File: src/rtl/otp_token_core.sv
// Time-based one-time-code token core: second/step timebase, iterative hash job,
// serial BCD conversion and a debounced, time-limited display window on one clock.
module otp_token_core #(
    parameter int TICK_DIV = 1000000,
    parameter int STEP_SEC = 30,
    parameter int WIDTH    = 16,
    parameter int DIGITS   = 5,
    parameter int ROUNDS   = 4,
    parameter int DEBOUNCE = 1000,
    parameter int SHOW_SEC = 10
) (
    input  logic                  sysclk,
    input  logic                  reset,
    input  logic                  button_in,
    input  logic [WIDTH-1:0]      student_id,
    output logic [4*DIGITS-1:0]   digits_out,
    output logic                  display_on,
    output logic                  code_valid
);

    localparam int PW = $clog2(TICK_DIV);
    localparam int SW = (STEP_SEC > 1) ? $clog2(STEP_SEC) : 1;
    localparam int RW = (ROUNDS > 1) ? $clog2(ROUNDS) : 1;
    localparam int CW = $clog2(WIDTH);
    localparam int DW = (DEBOUNCE > 1) ? $clog2(DEBOUNCE) : 1;
    localparam int TW = $clog2(SHOW_SEC + 1);
    localparam logic [4*DIGITS-1:0] BLANK = {(4*DIGITS){1'b1}};

    typedef enum logic [1:0] {
        JOB_IDLE    = 2'd0,
        JOB_HASH    = 2'd1,
        JOB_CONVERT = 2'd2,
        JOB_COMMIT  = 2'd3
    } job_state_t;

    typedef enum logic {
        DISP_OFF = 1'b0,
        DISP_ON  = 1'b1
    } disp_state_t;

    function automatic logic [WIDTH-1:0] rotl3(input logic [WIDTH-1:0] v);
        return {v[WIDTH-4:0], v[WIDTH-1:WIDTH-3]};
    endfunction

    function automatic logic [WIDTH-1:0] hash_round(input logic [WIDTH-1:0] h,
                                                     input logic [WIDTH-1:0] id,
                                                     input logic [WIDTH-1:0] step,
                                                     input logic [RW-1:0]    rnd);
        return (rotl3(h) ^ id) + step + WIDTH'(rnd);
    endfunction

    // One double-dabble step: correct every digit, then shift in the next bit.
    function automatic logic [4*DIGITS-1:0] dabble(input logic [4*DIGITS-1:0] bcd,
                                                    input logic din);
        logic [4*DIGITS-1:0] adj;
        adj = bcd;
        for (int i = 0; i < DIGITS; i++) begin
            if (adj[4*i +: 4] >= 4'd5) begin
                adj[4*i +: 4] = adj[4*i +: 4] + 4'd3;
            end else begin
                adj[4*i +: 4] = adj[4*i +: 4];
            end
        end
        return {adj[4*DIGITS-2:0], din};
    endfunction

    logic [PW-1:0]        presc_r;
    logic [SW-1:0]        sec_cnt_r;
    logic [WIDTH-1:0]     step_index_r;
    logic                 req_r;
    logic                 sec_tick_s;

    job_state_t           job_state_r;
    logic                 pending_r;
    logic [WIDTH-1:0]     id_r;
    logic [WIDTH-1:0]     step_r;
    logic [WIDTH-1:0]     h_r;
    logic [RW-1:0]        round_r;
    logic [CW-1:0]        bit_cnt_r;
    logic [4*DIGITS-1:0]  bcd_r;
    logic [4*DIGITS-1:0]  code_r;

    logic                 sync1_r;
    logic                 sync2_r;
    logic                 deb_r;
    logic                 rise_r;
    logic [DW-1:0]        deb_cnt_r;

    disp_state_t          disp_state_r;
    logic [TW-1:0]        timer_r;

    logic                 commit_s;
    logic                 valid_nxt_s;
    logic [4*DIGITS-1:0]  code_nxt_s;

    assign sec_tick_s  = (presc_r == PW'(TICK_DIV - 1));
    assign commit_s    = (job_state_r == JOB_COMMIT);
    assign valid_nxt_s = commit_s | code_valid;
    assign code_nxt_s  = commit_s ? bcd_r : code_r;

    // Timebase; reset arms a request so step 0 is hashed right after release.
    always_ff @(posedge sysclk) begin
        if (reset) begin
            presc_r      <= {PW{1'b0}};
            sec_cnt_r    <= {SW{1'b0}};
            step_index_r <= {WIDTH{1'b0}};
            req_r        <= 1'b1;
        end else begin
            req_r <= 1'b0;
            if (sec_tick_s) begin
                presc_r <= {PW{1'b0}};
                if (sec_cnt_r == SW'(STEP_SEC - 1)) begin
                    sec_cnt_r    <= {SW{1'b0}};
                    step_index_r <= step_index_r + WIDTH'(1);
                    req_r        <= 1'b1;
                end else begin
                    sec_cnt_r <= sec_cnt_r + SW'(1);
                end
            end else begin
                presc_r <= presc_r + PW'(1);
            end
        end
    end

    // Job FSM: hash rounds, serial BCD conversion, commit; busy requests merge into pending.
    always_ff @(posedge sysclk) begin
        if (reset) begin
            job_state_r <= JOB_IDLE;
            pending_r   <= 1'b0;
            id_r        <= {WIDTH{1'b0}};
            step_r      <= {WIDTH{1'b0}};
            h_r         <= {WIDTH{1'b0}};
            round_r     <= {RW{1'b0}};
            bit_cnt_r   <= {CW{1'b0}};
            bcd_r       <= {(4*DIGITS){1'b0}};
            code_r      <= {(4*DIGITS){1'b0}};
            code_valid  <= 1'b0;
        end else begin
            if (req_r && (job_state_r != JOB_IDLE)) begin
                pending_r <= 1'b1;
            end
            case (job_state_r)
                JOB_IDLE: begin
                    if (req_r || pending_r) begin
                        id_r        <= student_id;
                        step_r      <= step_index_r;
                        h_r         <= student_id ^ step_index_r;
                        round_r     <= {RW{1'b0}};
                        pending_r   <= 1'b0;
                        job_state_r <= JOB_HASH;
                    end
                end
                JOB_HASH: begin
                    h_r <= hash_round(h_r, id_r, step_r, round_r);
                    if (round_r == RW'(ROUNDS - 1)) begin
                        bcd_r       <= {(4*DIGITS){1'b0}};
                        bit_cnt_r   <= {CW{1'b0}};
                        job_state_r <= JOB_CONVERT;
                    end else begin
                        round_r <= round_r + RW'(1);
                    end
                end
                JOB_CONVERT: begin
                    bcd_r <= dabble(bcd_r, h_r[WIDTH-1]);
                    h_r   <= {h_r[WIDTH-2:0], 1'b0};
                    if (bit_cnt_r == CW'(WIDTH - 1)) begin
                        job_state_r <= JOB_COMMIT;
                    end else begin
                        bit_cnt_r <= bit_cnt_r + CW'(1);
                    end
                end
                JOB_COMMIT: begin
                    code_r      <= bcd_r;
                    code_valid  <= 1'b1;
                    job_state_r <= JOB_IDLE;
                end
                default: begin
                    job_state_r <= JOB_IDLE;
                end
            endcase
        end
    end

    // Button synchroniser and debouncer; rise_r marks an accepted rising edge.
    always_ff @(posedge sysclk) begin
        if (reset) begin
            sync1_r   <= 1'b0;
            sync2_r   <= 1'b0;
            deb_r     <= 1'b0;
            rise_r    <= 1'b0;
            deb_cnt_r <= {DW{1'b0}};
        end else begin
            sync1_r <= button_in;
            sync2_r <= sync1_r;
            rise_r  <= 1'b0;
            if (sync2_r == deb_r) begin
                deb_cnt_r <= {DW{1'b0}};
            end else if (deb_cnt_r == DW'(DEBOUNCE - 1)) begin
                deb_r     <= sync2_r;
                deb_cnt_r <= {DW{1'b0}};
                rise_r    <= sync2_r;
            end else begin
                deb_cnt_r <= deb_cnt_r + DW'(1);
            end
        end
    end

    // Display window FSM; outputs use next-cycle code so a commit shows immediately.
    always_ff @(posedge sysclk) begin
        if (reset) begin
            disp_state_r <= DISP_OFF;
            timer_r      <= {TW{1'b0}};
            display_on   <= 1'b0;
            digits_out   <= BLANK;
        end else begin
            case (disp_state_r)
                DISP_OFF: begin
                    if (rise_r) begin
                        disp_state_r <= DISP_ON;
                        timer_r      <= TW'(SHOW_SEC);
                        display_on   <= valid_nxt_s;
                        digits_out   <= valid_nxt_s ? code_nxt_s : BLANK;
                    end else begin
                        display_on <= 1'b0;
                        digits_out <= BLANK;
                    end
                end
                DISP_ON: begin
                    if (rise_r || (sec_tick_s && (timer_r == TW'(1)))) begin
                        disp_state_r <= DISP_OFF;
                        timer_r      <= {TW{1'b0}};
                        display_on   <= 1'b0;
                        digits_out   <= BLANK;
                    end else begin
                        if (sec_tick_s) begin
                            timer_r <= timer_r - TW'(1);
                        end
                        display_on <= valid_nxt_s;
                        digits_out <= valid_nxt_s ? code_nxt_s : BLANK;
                    end
                end
                default: begin
                    disp_state_r <= DISP_OFF;
                    timer_r      <= {TW{1'b0}};
                    display_on   <= 1'b0;
                    digits_out   <= BLANK;
                end
            endcase
        end
    end

endmodule
File: config.mk
export PLATFORM = sky130hd
export DESIGN_NAME = otp_token_core
export DESIGN_NICKNAME = d
export VERILOG_FILES = /design/src/rtl/otp_token_core.sv
export SDC_FILE = /design/constraint.sdc
export NUM_CORES = 1
export LEC_CHECK = 0
export ABC_AREA = 1
export CAP_MARGIN = 20
export CORE_AREA = 10 10 150 179
export CTS_CLUSTER_DIAMETER = 100
export DETAILED_ROUTE_END_ITERATION = 16
export DIE_AREA = 0 0 160 189
export DONT_BUFFER_PORTS = 1
export GPL_ROUTABILITY_DRIVEN = 0
export PLACE_DENSITY_LB_ADDON = 0.3
export SLEW_MARGIN = 30
export SYNTH_ARGS = -nofsm -noshare
export SYNTH_HDL_FRONTEND = slang
export SYNTH_SLANG_ARGS = --single-unit
File: constraint.sdc
create_clock -name sysclk -period 2.6 [get_ports sysclk]
set_clock_uncertainty 0.1 [all_clocks]
set_input_delay 0.52 -clock sysclk [delete_from_list [all_inputs] [get_ports sysclk]]
set_output_delay 0.52 -clock sysclk [all_outputs]
set_load 0.01 [all_outputs]
==> reports/summary.txt <==
==================================================================================
Syn avg cell area                                                      7.218 sq um
GRT Util Overall                                                            14.19%
Net switching power of the design                                         3.484 mW
Die Wd                                                                      160 um
Number of hold-slack violations in the final timing report                       0
Reg-to-reg setup timing slack                                               170 ps
Cells along the critical path                                         xor2_1 -> fa_1 -> ha_2 -> inv_1 -> fa_2 -> inv_2 -> nand2_1 -> nand3_2 -> nand2_1 -> nand3b_1 -> nand3_1 -> nand2_1 -> nand2_1 -> a21oi_1
Cells after Synth                                                             1271
Number of register bits inferred by synthesis                                  180
Leakage component of the power                                            4.095 nW
Instance count after placement with tap cells included                        1559
Path depth of the worst reg2reg path                                            14
DR vias                                                                       7829
Hold path startpoint                                                         reset
Antenna-violating nets left                                                      0
Type of the most critical hold path                                   input port to flip-flop
Fin nets                                                                      1337
EDFF count, synth                                                                0
Final setup violating endpoints                                                  0
Share of synthesized area occupied by flip-flops and latches                39.28%
DR iter-0 viols                                                                456
N_diodes                                                                         0
Pre-Repair DR Iteration Count                                                    5
Maximum Capacitance Violations                                                   0
Via density per instance                                                     4.918
Initial antenna violation count                                                  0
Syn nets                                                                      1344
Worst setup SP type                                                      flip-flop
Signed area change from the synthesized netlist to the final layout         10.62%
Dominant synthesized flop cell                                        sky130_fd_sc_hd__dfxtp_1
Result of the run                                                        completed
Hold depth                                                                       1
Initial core utilization                                                    39.54%
Yosys synthesis warning count                                                    0
Switching part of the total power                                           37.75%
Maximum number of buffers from clock root to sink                                2
Floorplan row count                                                             61
Number of pins exceeding their max-slew limit in the final report                0
Total chip power                                                          9.228 mW
Most common cell after layout, fill and taps aside                    sky130_fd_sc_hd__nand2_1
Global-route wire length before repair                                    36160 um
Number of library cell types mapped by synthesis                                44
Number of buffers added on ports                                                 0
RSZ-0062 raised after global routing                                            no
Maximum number of pins on one net before global-route repair                    78
Clock tree from TritonCTS                                                    built
Detailed placer's ending HPWL                                             15630 um
Height of the chip                                                          189 um
Cell family contributing the most delay on the critical path           adder cells
Layout cells sized above 1                                                  6.969%
Clock sink count                                                               180
Time the final worst path needs with I/O delays and setup                  2434 ps
Area of the multi-input gates                                           4788 sq um
Worst Path Class, Setup                                               flip-flop to flip-flop
R2r startpoint                                                             h_r[14]
Post-synthesis cell area                                                9174 sq um
Cell chosen for the clock root                                        sky130_fd_sc_hd__clkbuf_16
Fraction of the cycle the final worst path needs                            93.63%
TNS Setup                                                                     0 ps
Final std cells w/o fill                                                      1592
Arrival time of data at the critical path endpoint                         2700 ps
Fillcell total                                                                2424
Worst-case hold path end point                                             sync1_r
Achievable clock frequency                                               410.8 MHz
Worst relative slew slack                                                   50.51%
Sequential Area                                                         3603 sq um
Grt total ovfl                                                                   0
Top library cells by usage in the layout, fill and taps aside         sky130_fd_sc_hd__nand2_1, sky130_fd_sc_hd__dfxtp_1, sky130_fd_sc_hd__inv_1
Share of synthesized registers carrying an async set or reset                   0%
Clock buffer count from CTS                                                     17
Logic gate share of total power                                              34.6%
Worst reg2reg path endpoint                                                h_r[11]
Worst Slack Setup Final                                                   165.6 ps
Worst Hold Slack                                                          55.41 ps
Internal power contribution                                               5.744 mW
DIE AREA                                                               30240 sq um
DRC violation count after routing                                                0
Biggest fanout along the worst timing path                                       4
Buf+Inv Stages, Crit Path                                                        2
Insertion delay to the later sink of the worst-skew pair                    430 ps
Count of boundary I/O pins                                                      41
Total power density per cell area                                     909.3 nW/um^2
Delay of the slowest cell on the worst path                                 490 ps
Post-placement worst setup slack                                          27.89 ps
Sequential share of power                                                    36.6%
Relative contribution of the clock network to total power                    28.8%
Worst vdd rail ir drop                                                    463.6 uV
Routed wire length                                                        21350 um
CP Capture Type                                                          flip-flop
Most repeated library cell on the critical path                       sky130_fd_sc_hd__nand2_1
Via count of the first global-routing pass                                    7678
Number of levels in the clock H-tree                                             4
Required time at the endpoint of the critical path                         2860 ps
Cell at the slowest stage of the critical path                        sky130_fd_sc_hd__fa_1
Clock transition at the registers of the reported paths                      70 ps
Worst-Margin Slew                                                         739.2 ps
Core region area                                                       23200 sq um
Detailed-route wire length per cell                                       13.41 um
==================================================================================
==> cells in the mapped netlist (5+ instances only) <==
master	n	area share, %
sky130_fd_sc_hd__dfxtp_1	180	39
sky130_fd_sc_hd__nand4_1	13	0.89
sky130_fd_sc_hd__o21ai_0	99	5.4
sky130_fd_sc_hd__inv_1	160	6.5
sky130_fd_sc_hd__ha_1	51	7.0
sky130_fd_sc_hd__clkbuf_1	30	1.2
sky130_fd_sc_hd__nand3_1	83	4.5
sky130_fd_sc_hd__nand3b_1	5	0.41
sky130_fd_sc_hd__nor2_1	91	3.7
sky130_fd_sc_hd__nand2_1	250	10
sky130_fd_sc_hd__buf_2	6	0.33
sky130_fd_sc_hd__nor2_2	6	0.41
sky130_fd_sc_hd__nor3b_1	8	0.65
sky130_fd_sc_hd__nor3_1	26	1.4
sky130_fd_sc_hd__a21oi_1	155	8.5
sky130_fd_sc_hd__xor2_1	39	3.7
sky130_fd_sc_hd__nand3_2	5	0.55
==> flip-flops by register name (all words and copies together), names as in the netlist, 4 cells and up <==
| name | flops |
|---|---|
| timer_r | 4 |
| step_index_r | 16 |
| h_r | 16 |
| digits_out | 20 |
| id_r | 16 |
| bit_cnt_r | 4 |
| presc_r | 20 |
| code_r | 20 |
| deb_cnt_r | 10 |
| sec_cnt_r | 5 |
| step_r | 16 |
| bcd_r | 20 |
==> stage by stage <==
step	cell area, sq um	util (%)
final	10150	43.74
after global routing	10150	43.74
after global placement	9517	41.02
after detailed placement	9517	41.02
after CTS	10130	43.64
after floorplan	9174	-
==> worst max path at each step <==
stage,from,endpoint,cells past startpoint
2_1_floorplan,h_r[14],h_r[13],15
3_3_place_gp,h_r[14],h_r[13],15
3_5_place_dp,h_r[14],h_r[11],14
4_1_cts,h_r[14],h_r[13],15
5_1_grt,h_r[14],h_r[13],15
6_report,h_r[14],h_r[11],14
==> per-layer routing <==
| metal | track usage, % | share of wire [%] |
|---|---|---|
| met1 | 17.34 | 46 |
| met2 | 24.58 | 48 |
| met3 | 2.431 | 4.1 |
| met4 | 4.950 | 1.8 |
| met5 | 0 | 0 |
==> logic make-up (layout without fill, tap and decap cells) <==
group | count (synthesis) | count (layout) | synth area share (%)
compound gates | 274 | 274 | 15.41
flops | 180 | 180 | 39.28
buf+inv | 209 | 215 | 8.824
fa+ha+maj | 54 | 54 | 7.610
xor+xnor | 43 | 43 | 4.105
simple gates | 511 | 511 | 24.77
==> cell type report <==
type | instances | area share (%)
Clock inverter | 15 | 1.763
Inverter | 164 | 6.066
Timing Repair Buffer | 19 | 1.405
Sequential cell | 180 | 35.51
Multi-Input combinational cell | 882 | 47.18
Tap cell | 315 | 3.884
Clock buffer | 17 | 4.192
==> power by group through the flow <==
stage          clock network (mW)  registers (mW)  logic, mW
6_report                     2.66            3.37       3.20
3_5_place_dp                    0            3.44       3.15
3_3_place_gp                    0            3.43       3.13
2_1_floorplan                   0            3.35       2.40
5_1_grt                      2.83            3.42       3.64
4_1_cts                      2.73            3.38       3.18
==> repair_timing <==
item	CTS	global route
gates resized for setup	1	5
buffers inserted	0	1
pin swaps	0	1
endpoints found under the setup margin	1	5
gates cloned	0	0
hold buffers	0	0
Note: power is estimated with default switching activity, not from simulation.
